File: src/rtl/pwm_capture.sv
// PWM capture: synchronizes an asynchronous PWM input and measures the high time and
// period of each cycle (rising edge to rising edge), flagging stuck-high/stuck-low inputs.
module pwm_capture #(
  parameter int unsigned W = 8
) (
  input  logic         clk,
  input  logic         rst,
  input  logic         ena,
  input  logic         pwm_in,
  output logic [W-1:0] duty_o,
  output logic [W-1:0] period_o,
  output logic         valid_o,
  output logic         timeout_o,
  output logic         level_o
);

  localparam logic [1:0] StIdle = 2'd0;
  localparam logic [1:0] StHigh = 2'd1;
  localparam logic [1:0] StLow  = 2'd2;

  localparam logic [W-1:0] CntMax  = {W{1'b1}};
  localparam logic [W-1:0] CntOne  = W'(1);
  localparam logic [W-1:0] CntZero = '0;

  logic         s1_q, s1_d;
  logic         pwm_s_q, pwm_s_d;
  logic         pwm_d_q, pwm_d_d;
  logic [1:0]   state_q, state_d;
  logic [W-1:0] period_cnt_q, period_cnt_d;
  logic [W-1:0] high_cnt_q, high_cnt_d;
  logic [W-1:0] duty_q, duty_d;
  logic [W-1:0] period_q, period_d;
  logic         valid_q, valid_d;
  logic         timeout_q, timeout_d;

  logic rise, fall;

  assign rise = pwm_s_q & ~pwm_d_q;
  assign fall = ~pwm_s_q & pwm_d_q;

  always_comb begin
    s1_d         = pwm_in;
    pwm_s_d      = s1_q;
    pwm_d_d      = pwm_s_q;
    state_d      = state_q;
    period_cnt_d = period_cnt_q;
    high_cnt_d   = high_cnt_q;
    duty_d       = duty_q;
    period_d     = period_q;
    valid_d      = 1'b0;
    timeout_d    = timeout_q;

    if (!ena) begin
      state_d      = StIdle;
      period_cnt_d = CntZero;
      high_cnt_d   = CntZero;
    end else begin
      case (state_q)
        StIdle: begin
          period_cnt_d = CntZero;
          high_cnt_d   = CntZero;
          // First edge only arms: there is no prior period to report.
          if (rise) begin
            state_d      = StHigh;
            period_cnt_d = CntOne;
            high_cnt_d   = CntOne;
          end
        end
        StHigh: begin
          if (period_cnt_q == CntMax) begin
            state_d      = StIdle;
            timeout_d    = 1'b1;
            period_d     = CntZero;
            duty_d       = CntMax;
            period_cnt_d = CntZero;
            high_cnt_d   = CntZero;
          end else if (fall) begin
            state_d      = StLow;
            period_cnt_d = period_cnt_q + CntOne;
          end else begin
            period_cnt_d = period_cnt_q + CntOne;
            high_cnt_d   = high_cnt_q + CntOne;
          end
        end
        StLow: begin
          // A rise on the terminal count still completes a valid measurement.
          if (rise) begin
            state_d      = StHigh;
            duty_d       = high_cnt_q;
            period_d     = period_cnt_q;
            valid_d      = 1'b1;
            timeout_d    = 1'b0;
            period_cnt_d = CntOne;
            high_cnt_d   = CntOne;
          end else if (period_cnt_q == CntMax) begin
            state_d      = StIdle;
            timeout_d    = 1'b1;
            period_d     = CntZero;
            duty_d       = CntZero;
            period_cnt_d = CntZero;
            high_cnt_d   = CntZero;
          end else begin
            period_cnt_d = period_cnt_q + CntOne;
          end
        end
        default: begin
          state_d      = StIdle;
          period_cnt_d = CntZero;
          high_cnt_d   = CntZero;
        end
      endcase
    end
  end

  always_ff @(posedge clk) begin
    if (rst) begin
      s1_q         <= 1'b0;
      pwm_s_q      <= 1'b0;
      pwm_d_q      <= 1'b0;
      state_q      <= StIdle;
      period_cnt_q <= '0;
      high_cnt_q   <= '0;
      duty_q       <= '0;
      period_q     <= '0;
      valid_q      <= 1'b0;
      timeout_q    <= 1'b0;
    end else begin
      s1_q         <= s1_d;
      pwm_s_q      <= pwm_s_d;
      pwm_d_q      <= pwm_d_d;
      state_q      <= state_d;
      period_cnt_q <= period_cnt_d;
      high_cnt_q   <= high_cnt_d;
      duty_q       <= duty_d;
      period_q     <= period_d;
      valid_q      <= valid_d;
      timeout_q    <= timeout_d;
    end
  end

  assign duty_o    = duty_q;
  assign period_o  = period_q;
  assign valid_o   = valid_q;
  assign timeout_o = timeout_q;
  assign level_o   = pwm_s_q;

endmodule
File: config.mk
export PLATFORM = sky130hd
export DESIGN_NAME = pwm_capture
export DESIGN_NICKNAME = d
export VERILOG_FILES = /design/src/rtl/pwm_capture.sv
export SDC_FILE = /design/constraint.sdc
export NUM_CORES = 1
export LEC_CHECK = 0
export ABC_AREA = 1
export ABC_CLOCK_PERIOD_IN_PS = 2800
export CORE_ASPECT_RATIO = 0.75
export CORE_UTILIZATION = 59
export DETAILED_ROUTE_END_ITERATION = 8
export GPL_ROUTABILITY_DRIVEN = 0
export PLACE_DENSITY = 0.93
export SLEW_MARGIN = 30
export SYNTH_ARGS = -nofsm -noshare
export SYNTH_HDL_FRONTEND = slang
export SYNTH_SLANG_ARGS = --single-unit
File: constraint.sdc
create_clock -name clk -period 2.8 [get_ports clk]
set_input_delay 0.56 -clock clk [delete_from_list [all_inputs] [get_ports clk]]
set_output_delay 0.56 -clock clk [all_outputs]
set_load 0.02 [all_outputs]
==> out/results.tsv <==
stage	metric	value	unit
cts	cts bufs inserted	5	
critical_path	CP max stage cell	clkdlybuf4s50_1	
yosys	synth top area cells	dfxtp_1 (40%), nand2_1 (10%), nor2_1 (8.5%)	
power_and_ir_drop	Pwr per Cell Area	473.9	nW/um^2
critical_path	Reg-to-Reg Start	state_q[0]$_SDFFE_PP0P_	
timing	Final min period	1.831	ns
detailed_routing	vias per cell	5.193	
yosys	XOR/XNOR Fraction of Synth Area	0.01350	
floorplan	Die H	51.75	um
global_route	vias in the first global route	1495	
cts	worst skew pair latency	0.29	ns
yosys	post-synthesis mux area share	0	
yosys	Yosys warning total	0	
power_and_ir_drop	share of total power in the clock network	0.351	
critical_path	arrival time at the worst endpoint	1.27	ns
yosys	synthesized-area fraction occupied by adder cells	0.03856	
worst_hold_path	WHS Endpoint	level_o$_SDFF_PP0_	
cells_and_area	post-route insts no fill	331	
cells_and_area	Fillers	229	
worst_hold_path	hold crit path type	flop to flop	
timing	Final Slew Violations	0	
power_and_ir_drop	logic gate share of total power	0.118	
cts	H-tree levels	2	
critical_path	Critical Path Fanout Max	2	
yosys	Yosys top cell by area	dfxtp_1	
status	run status	complete, no violations	
power_and_ir_drop	switching share of total power	0.2558	
power_and_ir_drop	leakage	0.8623	nW
power_and_ir_drop	cell internal pwr	0.0008070	W
yosys	post-synth design cell area	1947	um^2
floorplan	die area	3536	um^2
yosys	Seq cells post-synth	39	
placed_design	hpwl dp	3.015	mm
run	max cap viols	0	
floorplan	num ports	23	
worst_hold_path	hold_sp	pwm_s_d$_SDFF_PP0_	
detailed_routing	Final ANT Viol Nets	0	
yosys	Synth Instances	267	
critical_path	Worst R2R Path Depth	10	
timing	final worst path period share	0.6538	
critical_path	R2R Setup Slk	1.03	ns
cts	# resized after CTS	0	
yosys	Mean Syn Cell Area	7.292	um^2
detailed_routing	via count	1719	
detailed_routing	total iterations of the first detailed-routing run	4	
cts	CTS clk-pin slew, worst paths	0.07	ns
cells_and_area	Util after Layout	0.7524	
cells_and_area	nets@finish	303	
critical_path	CP Cell Sequence	clkdlybuf4s50_1	
critical_path	startpoint type of the worst setup path	flop	
placed_design	placed insts	324	
placed_design	dpl ws	0.7070	ns
yosys	largest family of logic cells by synthesized area	simple AND/OR/NAND/NOR gates	
cts	CTS tree	yes	
critical_path	critical path class	flop to primary output	
cts	Max Root-Sink Buffers	2	
critical_path	Req. time, crit path	2.24	ns
yosys	syn_nets	277	
timing	final setup vio count	0	
cells_and_area	Reg area	780.7	um^2
yosys	sequential fraction of the synthesis area	0.4010	
yosys	Yosys cell types	31	
timing	post-route setup TNS	0	ns
global_route	initial antenna violation count	0	
yosys	Synth Area in Compound Gates	0.09704	
timing	achievable frequency	546.3	MHz
yosys	top cell type's share of synthesized area	0.4010	
global_route	largest net degree at the start of global routing	16	
timing	max_slew headroom	0.6918	
cts	clk sinks	39	
cts	root buf cell	clkbuf_8	
detailed_routing	# DRC	0	
detailed_routing	DR WL/cell	12.15	um
floorplan	Die Wd	68.33	um
critical_path	Crit path max-delay family	buffers and inverters	
floorplan	core region area	3042	um^2
power_and_ir_drop	maximum VDD drop	382.6	uV
critical_path	CP Buf/Inv Count	1	
cells_and_area	Layout area overhead	17.54	%
placed_design	IO Port Bufs	22	
timing	final hold violation count	0	
critical_path	Worst path max stage delay	0.62	ns
timing	RSZ-0062 raised after global routing	no	
cells_and_area	ANT cells	0	
global_route	gr usage total	0.2597	
detailed_routing	total wire length	4.020	mm
cts	Post-CTS Hold Buffers	0	
global_route	total gr overflow	0	
worst_hold_path	WHS Path Cells	2	
critical_path	Reg2Reg Capture Point	duty_o[4]$_SDFFE_PP0P_	
critical_path	Critical Path Sink Type	primary output	
timing	Worst Skew	0.005446	ns
floorplan	Starting Density	0.6401	
power_and_ir_drop	Reg power frac	0.530	
power_and_ir_drop	sw power	0.0002774	W
detailed_routing	DRT iter0 DRCs	195	
global_route	first-pass GRT wire length	6.693	mm
cells_and_area	share of cells above drive strength 1	0.1092	
timing	Worst-Margin Slew	0.4608	ns
yosys	Synth Area in Simple Gates	0.3689	
timing	final worst slack	0.9694	ns
floorplan	FP Rows	17	
cts	buffer count from post-CTS setup fixing	0	
power_and_ir_drop	Tot Pwr	0.001084	W
cells_and_area	multi-input logic area	1008	um^2
==> routing by layer <==
layer | part of all wire | up-vias | track usage
met5 | 0 | - | 0
met4 | 0.014 | 0 | 0.08681
met3 | 0.065 | 8 | 0.06360
met2 | 0.41 | 54 | 0.3676
met1 | 0.51 | 758 | 0.3793
li1 | - | 899 | -
==> flip-flops by register name, summed over array words and instances (netlist names), 2 cells and up <==
name          cells
duty_o            8
high_cnt_q        8
period_cnt_q      8
period_o          8
state_q           2
==> tightest hold or removal path: cells and delay by family, from the launching register on <==
kind / cells / cell delay [ns]
and+or+nand+nor: 1 / 0.03
DFF: 1 / 0.30
buffers and inverters: 1 / 0.04
==> Yosys cell counts <==
cell,count
a211oi_1,1
a21o_2,1
a21oi_1,15
buf_2,2
buf_4,1
clkbuf_1,1
clkinv_4,1
dfxtp_1,39
ha_1,6
inv_1,32
inv_2,2
nand2_1,54
nand2_2,3
nand2_4,5
nand2_8,1
nand3_1,16
nand3_2,1
nand3_4,1
nand3b_1,1
nand3b_2,1
nand4_1,4
nor2_1,44
nor2_2,2
nor2_4,5
nor3_1,5
nor3_2,1
o21a_1,1
o21ai_0,17
o21ai_1,1
xnor2_1,1
xor2_1,2
==> worst max path at each step <==
| stage | end | from | cells past startpoint |
|---|---|---|---|
| 6_report | duty_o[1] | duty_o[1]$_SDFFE_PP0P_ | 1 |
| 5_1_grt | duty_o[4]$_SDFFE_PP0P_ | state_q[0]$_SDFFE_PP0P_ | 10 |
| 4_1_cts | duty_o[1] | duty_o[1]$_SDFFE_PP0P_ | 1 |
| 3_5_place_dp | period_cnt_q[4]$_SDFF_PP0_ | rst | 7 |
| 3_3_place_gp | period_cnt_q[4]$_SDFF_PP0_ | rst | 7 |
| 2_1_floorplan | duty_o[0]$_SDFFE_PP0P_ | state_q[0]$_SDFFE_PP0P_ | 8 |
==> layout make-up <==
class	count	share of cell area
multi-input cells	189	0.4407
flip-flops and latches	39	0.3412
clock inverters	1	0.002187
inverters	35	0.05960
repair buffers	23	0.09951
well taps	38	0.02078
clock buffers	6	0.03609
==> cells by family (layout without fill, tap and decap cells) <==
family,Yosys count,after routing
buf+inv,39,65
simple gates,144,144
compound gates,36,36
xor+xnor,3,3
fa+ha+maj,6,6
flops,39,39
==> layout by cell type, fill, tap and decap left out, types with 2 or more instances in the layout <==
master and instances:
a21oi_1 15, nand2_1 54, nor2_2 2, nor2_4 5
o21ai_0 17, ha_1 6, clkdlybuf4s50_1 22, nor3_1 5
dfxtp_1 39, nor2_1 44, nand2_4 5, inv_1 32
inv_2 2, clkbuf_8 6, nand4_1 4, xor2_1 2
nand2_2 3, nand3_1 16
==> per-stage QoR <==
step                      instance area, um^2  hold WS (ns)
after floorplan                          1947        0.3883
after global placement                   2201        0.3976
after detailed placement                 2201        0.4004
after CTS                                2288        0.4123
after global routing                     2288        0.4413
final                                    2288        0.4125
==> power groups by stage <==
stage	combinational (W)	sequential, W	clock (W)
2_1_floorplan	0.0000810	0.000595	0
3_3_place_gp	0.000123	0.000587	0
3_5_place_dp	0.000126	0.000587	0
4_1_cts	0.000127	0.000575	0.000381
5_1_grt	0.000141	0.000576	0.000406
6_report	0.000128	0.000575	0.000381
No activity file was read; power rests on OpenSTA's default activity.
